==> src/rtl/uart_rx_ctrl.sv <==
// uart_rx_ctrl: UART receive control - line sync, start detect, LSB-first shift-in,
// stop-bit check, and ready/framing/overrun flags for the APB register block.
module uart_rx_ctrl #(
    parameter int MAX_DATA = 8
) (
    input  logic                clk,
    input  logic                rst,
    input  logic                serial_in,
    input  logic [3:0]          data_size,
    input  logic                shift_strobe,
    input  logic                packet_done,
    input  logic                data_read,
    output logic                enable_timer,
    output logic [MAX_DATA-1:0] rx_data,
    output logic                data_ready,
    output logic                framing_error,
    output logic                overrun_error
);
    localparam logic [3:0] MAX_N = 4'(MAX_DATA);

    typedef enum logic [2:0] {IDLE, RECEIVING, CHECK, LOAD, FERR} state_t;

    state_t              r_state, w_next;
    logic                r_sync1, r_sync2, r_prev;
    logic [MAX_DATA:0]   r_sr;
    logic [MAX_DATA-1:0] r_data;
    logic                r_ready, r_ferr, r_ovr;
    logic                w_start_edge, w_accept;
    logic [3:0]          w_n;
    logic [MAX_DATA-1:0] w_word;

    assign w_start_edge = r_prev & ~r_sync2;
    assign w_accept     = (r_state == IDLE) & w_start_edge;
    // Out-of-range sizes fall back to a full-width frame
    assign w_n          = (data_size >= 4'd5 && data_size <= MAX_N) ? data_size : MAX_N;
    assign w_word       = r_sr[MAX_DATA-1:0] >> (MAX_N - w_n);

    assign enable_timer  = (r_state == RECEIVING);
    assign rx_data       = r_data;
    assign data_ready    = r_ready;
    assign framing_error = r_ferr;
    assign overrun_error = r_ovr;

    always_comb begin
        w_next = r_state;
        case (r_state)
            IDLE:      w_next = w_start_edge ? RECEIVING : IDLE;
            RECEIVING: w_next = packet_done ? CHECK : RECEIVING;
            CHECK:     w_next = r_sr[MAX_DATA] ? LOAD : FERR;
            LOAD:      w_next = IDLE;
            FERR:      w_next = r_sync2 ? IDLE : FERR;
            default:   w_next = IDLE;
        endcase
    end

    always_ff @(posedge clk) begin
        if (rst) r_state <= IDLE;
        else     r_state <= w_next;
    end

    always_ff @(posedge clk) begin
        if (rst) begin
            r_sync1 <= 1'b1;
            r_sync2 <= 1'b1;
            r_prev  <= 1'b1;
            r_sr    <= '1;
            r_data  <= '0;
            r_ready <= 1'b0;
            r_ferr  <= 1'b0;
            r_ovr   <= 1'b0;
        end else begin
            r_sync1 <= serial_in;
            r_sync2 <= r_sync1;
            r_prev  <= r_sync2;
            if (w_accept)
                r_sr <= '1;
            else if (r_state == RECEIVING && shift_strobe)
                r_sr <= {r_sync2, r_sr[MAX_DATA:1]};
            if (r_state == LOAD)
                r_data <= w_word;
            // A read coinciding with LOAD neither drops ready nor counts as overrun
            r_ready <= (r_state == LOAD) | (r_ready & ~data_read);
            r_ovr   <= (r_state == LOAD & r_ready & ~data_read) | (r_ovr & ~data_read);
            r_ferr  <= (r_state == FERR) | (r_ferr & ~w_accept);
        end
    end
endmodule

==> config.mk <==
export PLATFORM = sky130hd
export DESIGN_NAME = uart_rx_ctrl
export DESIGN_NICKNAME = d
export VERILOG_FILES = /design/src/rtl/uart_rx_ctrl.sv
export SDC_FILE = /design/constraint.sdc
export NUM_CORES = 1
export LEC_CHECK = 0
export CORE_UTILIZATION = 50
export DETAILED_ROUTE_END_ITERATION = 10
export GPL_TIMING_DRIVEN = 1
export PLACE_DENSITY = 0.78
export SYNTH_ARGS = -nofsm -noshare
export SYNTH_HDL_FRONTEND = slang
export SYNTH_SLANG_ARGS = --single-unit
export TNS_END_PERCENT = 5
==> constraint.sdc <==
create_clock -name clk -period 3.21 [get_ports clk]
set_input_delay 0.8025 -clock clk [delete_from_list [all_inputs] [get_ports clk]]
set_output_delay 0.8025 -clock clk [all_outputs]
set_load 0.05 [all_outputs]
==> results of run 1 <==
-- routing by layer --
layer  global-route usage, %  vias to the layer above  wire length [um]
met5                       0                        -                 0
met4                   5.856                        0                14
met3                   3.216                        2                91
met2                   35.90                       21              1221
met1                   26.73                      503              1124
li1                        -                      543                 -
-- critical path: stages (launching register included) --
cell and delay, ns:
dfxtp_1 0.48, inv_1 0.15, nor3_1 0.15, clkdlybuf4s50_1 0.82
-- stage by stage --
stage          cell area [um2]  instances  util, %
2_1_floorplan             1252        140        -
3_3_place_gp              1460        184    64.16
3_5_place_dp              1460        184    64.16
4_1_cts                   1513        188    66.47
5_1_grt                   1513        188    66.47
6_report                  1513        188    66.47
-- flip-flops by register name (all words and copies together), names as in the netlist --
name,cells
r_sync2,1
rx_data,8
r_sr,9
r_prev,1
r_sync1,1
r_state,3
overrun_error,1
framing_error,1
data_ready,1
-- cell type report --
class,instances,area [um2],share of cell area [%]
Inverter,3,11.26,0.7444
Timing Repair Buffer,23,225.2,14.89
Multi-Input combinational cell,104,668.1,44.17
Sequential cell,26,520.5,34.41
Clock buffer,3,22.52,1.489
Clock inverter,1,30.03,1.985
Tap cell,28,35.03,2.316
-- cell families after synthesis --
logic type	share of synthesized area (%)
buffers and inverters	5.095
adders and majority gates	0.9988
muxes	10.59
and+or+nand+nor	26.67
DFF	41.56
AOI/OAI and AO/OA	15.08
-- path summary, 6_finish.rpt --
path / slack, ns / endpoint / cells after the start / start
setup reg to reg: 1.73 / rx_data[5] / 4 / r_state[0]
setup / recovery: 0.48 / enable_timer / 3 / r_state[0]
hold / removal: 0.44 / r_sync2 / 1 / r_sync1
hold reg to reg: 0.44 / r_sync2 / 1 / r_sync1
-- power by group --
group | leakage [nW] | internal, mW | switching (mW) | total [mW]
clock | 0.0279 | 0.126 | 0.0998 | 0.226
sequential | 0.211 | 0.330 | 0.00770 | 0.338
combinational | 0.302 | 0.0384 | 0.0442 | 0.0826
total | 0.540 | 0.495 | 0.152 | 0.646
-- cell usage after synthesis --
cell type  instances  share of area, %
mux4_2             5               9.0
o21ai_4            1               1.3
nor2_1            10               3.0
clkbuf_1           3              0.90
dfxtp_1           26                42
o22a_1             1              0.70
buf_4              1              0.60
nor3_1             3               1.2
a311oi_1           4               2.8
o211ai_1           4               2.4
a211oi_1           2               1.2
nand3b_1           1              0.60
nor3_2             1              0.80
nand3_1           15               6.0
o21ai_0            2              0.80
mux2i_1            2               1.6
nand2_1           24               7.2
and3_1             1              0.50
ha_1               1               1.0
buf_6              3               2.7
and3b_1            1              0.70
nand2b_1           6               3.0
o21ai_1            3               1.2
or2_2              4               2.0
a21oi_1            7               2.8
nor2_2             1              0.50
o221ai_1           1              0.70
o21a_1             2               1.2
or3_2              1              0.60
inv_1              3              0.90
nor3b_1            1              0.60
-- cells in the final DEF (no fill, tap or decap), types with 2 or more instances in the layout --
master and count:
a211oi_1 2, nor3_1 3, dfxtp_1 26, clkbuf_4 3, or2_2 4, a311oi_1 4
nand3_1 15, inv_1 3, o21ai_1 3, nand2b_1 6, nand2_1 24, mux4_2 5
clkdlybuf4s50_1 21, nor2_1 10, buf_4 2, mux2i_1 2, o211ai_1 4, o21ai_0 2
o21a_1 2, a21oi_1 7
==> flow_metrics.tcl, run 1 <==
set metrics [dict create \
    synth_area_um2 1252 \
    grt_pass1_wl_um 4278 \
    via_per_inst 5.686 \
    power_mw 0.6464 \
    setup_slack_ns 0.4789 \
    hold_viol_final 0 \
    clk_path_buf_depth 2 \
    grt-ovfl-total 0 \
    nets 172 \
    grtUsageTotal_pct 20.87 \
    cp.arrival_ns 1.93 \
    routedWlPerCell_um 13.04 \
    drive_above_1_share_pct 11.88 \
    critical_path_class "reg2out" \
    cts_buffers 3 \
    fmax_ghz 0.3661 \
    cts.sinks 26 \
    drcViolationCount 0 \
    antenna_cells 0 \
    finalCriticalPeriod_ns 2.731 \
    ant_nets 0 \
    place_congestion 0.8917 \
    min_path_type "reg2reg" \
    nFillCells 200 \
    critPathLaunchType "flip-flop" \
    rows 17 \
    final_max_slew_viol_count 0 \
    postCtsHoldBufs 0 \
    ys_seq_elements 26 \
    dp_hpwl_um 1943 \
    synthCells 140 \
    yosys_warnings 0 \
    drt_iter0_markers 18 \
    wl_um 2452 \
    cts_tree "yes" \
    post_cts_buffers 0 \
    critPathCaptureType "primary output" \
    fin_crit_sh_pct 85.08 \
    crit_fanout 7 \
    max_slew_margin_pct 51.29 \
    root_buffer "clkbuf_4" \
    synth_nets 151 \
    area_growth_pct 20.78 \
    cap_violations 0 \
    whs_ns 0.4367 \
    port_buffers 21 \
    vias 1069 \
    grt_pass1_vias 1017 \
    fin_skew_ns 0.002609 \
    dieArea_um2 2709 \
    grt_max_degree 17 \
    p_leak_nw 0.5403 \
    tns_ns 0 \
    first_pass_iters 6 \
    antenna_found_initial 0 \
    rsz0062_at_grt "no" \
    io-pin-count 22 \
    power.density_nw_per_um2 427.3 \
    cp.required_ns 2.41 \
    cts_max_level 1 \
    ys_types 31 \
    path_clk_slew_ns 0.15 \
    ir_drop_mv 0.3100 \
    core_um2 2276 \
    place_ws_ns 0.3607 \
    start_util_pct 55.03 \
    clkLatencyLatePin_ns 0.32 \
    seq_area_frac_synth_pct 41.56 \
    syn_area_per_cell_um2 8.946 \
    finalSetupViolCount 0 \
    status "finished, final reports clean" \
    cts_resized 0 \
    tightest_slew_ns 0.7306 \
    die_h_um 52.05 \
    die_x_um 52.05 \
]
Power figures use the tool's default switching activity.
==> run 2: changes to the inputs <==
Settings changed: GPL_TIMING_DRIVEN 1 to default.
Clock period 3.21 ns to 3.4 ns, I/O delays scaled along.
==> flow_metrics.tcl, run 2 (synthesis gave the netlist of run 1 again) <==
set metrics [dict create \
    whs_ns 0.4437 \
    cp.arrival_ns 1.89 \
    drive_above_1_share_pct 11.88 \
    r2r_end "rx_data[5]" \
    antenna_cells 0 \
    final_max_slew_viol_count 0 \
    slowest_stage "clkdlybuf4s50_1" \
    grt_pass1_wl_um 4153 \
    die_h_um 52.05 \
    placed_area_um2 1460 \
    start_util_pct 55.03 \
    fmax_ghz 0.3650 \
    place_congestion 0.8978 \
    area.sequential_um2 520.5 \
    drcViolationCount 0 \
    grt-ovfl-total 0 \
    finalCriticalPeriod_ns 2.740 \
    critPathCaptureType "primary output" \
    first_pass_iters 4 \
    root_buffer "clkbuf_4" \
    grt_max_degree 18 \
    crit_path_cell_trace "inv_1 > nor3_1 > clkdlybuf4s50_1" \
    status "finished, final reports clean" \
    rows 17 \
    finalSetupViolCount 0 \
    rrSetupSlack_ns 1.90 \
    drt_iter0_markers 23 \
    ir_drop_mv 0.3170 \
    critPathLaunchType "flip-flop" \
    hold_viol_final 0 \
    cp.required_ns 2.55 \
    antenna_found_initial 0 \
    min_from "r_sync1" \
    crit_path_max_incr_delay_ns 0.82 \
    cts_buffers 3 \
    post_cts_buffers 0 \
    multi_input_area_um2 668.1 \
    crit_path_start "r_state[0]" \
    clk_path_buf_depth 2 \
    fin_util_pct 65.75 \
    nets 172 \
    routedWlPerCell_um 12.64 \
    nFillCells 201 \
    cap_violations 0 \
    tns_ns 0 \
    dieArea_um2 2709 \
    port_buffers 21 \
    largest_reg_flops 9 \
    r2r_start "r_state[0]" \
    most-common-layout-cells "dfxtp_1 (26), nand2_1 (24), clkdlybuf4s50_1 (21), nand3_1 (15), nor2_1 (10)" \
    max_slew_margin_pct 51.98 \
    ff2ff_path_depth 4 \
    worstHoldEndpoint "r_sync2" \
    io-pin-count 22 \
    path_clk_slew_ns 0.13 \
    clkLatencyLatePin_ns 0.31 \
    cts_tree "yes" \
    final_common_cell "dfxtp_1" \
    wl_um 2376 \
    p_leak_nw 0.5334 \
    via_per_inst 5.697 \
    fin_crit_sh_pct 80.57 \
    top_register "r_sr" \
    fin_area_um2 1496 \
    tightest_slew_ns 0.7203 \
    cts_resized 0 \
    area_growth_pct 19.48 \
    grt_pass1_vias 988 \
    dp_hpwl_um 1875 \
    power.density_nw_per_um2 365.4 \
    min_delay_path_depth 1 \
    fin_skew_ns 0.002495 \
    ant_nets 0 \
    crit_fanout 7 \
    die_x_um 52.05 \
    min_path_type "reg2reg" \
    critical_path_class "reg2out" \
    postCtsHoldBufs 0 \
    cts_max_level 1 \
    rsz0062_at_grt "no" \
    core_um2 2276 \
    vias 1071 \
    grtUsageTotal_pct 20.93 \
    cts.sinks 26 \
]
==> run 2: changes by cell type in the layout (fill, tap and decap cells not counted) <==
cell	before	now
bufinv_16	1	0
clkbuf_8	0	1
==> run 2: cell type report <==
class                   count  share of cell area, %
repair buffers             23                  15.05
multi-input cells         104                  44.65
inverters                   3                 0.7525
clock buffers               4                  2.425
flip-flops and latches     26                  34.78
well taps                  28                  2.341
==> run 2: worst max-delay path by stage <==
stage | endpoint | cells past startpoint
6_report | enable_timer | 3
3_3_place_gp | rx_data[1] | 8
2_1_floorplan | enable_timer | 3
4_1_cts | enable_timer | 3
5_1_grt | enable_timer | 3
3_5_place_dp | rx_data[1] | 8
==> run 2: metrics by stage <==
stage               cells  power, mW  setup slack [ns]
finish                188     0.5469            0.6605
global route          188     0.5741            0.5714
CTS                   188     0.5530            0.6645
detailed placement    184     0.4032            0.5200
global placement      184     0.4000            0.6220
floorplan             140     0.3814            0.8980
==> run 2: metal layers <==
| layer | track usage (%) | vias up | wire (um) |
|---|---|---|---|
| met4 | 6.757 | 0 | 14 |
| li1 | - | 538 | - |
| met3 | 6.433 | 2 | 119 |
| met5 | 0 | - | 0 |
| met2 | 35.68 | 25 | 1146 |
| met1 | 24.73 | 506 | 1094 |
==> run 2: report_power, final <==
group          internal (mW)  switching, mW  total (mW)
logic                 0.0363         0.0415      0.0777
registers              0.311        0.00717       0.319
clock network         0.0655         0.0850       0.151
==> run 2: critical path, delay by kind of cell, from the launching register on <==
kind	cells	cell delay, ns
DFF	1	0.47
buffers and inverters	2	0.96
and+or+nand+nor	1	0.15
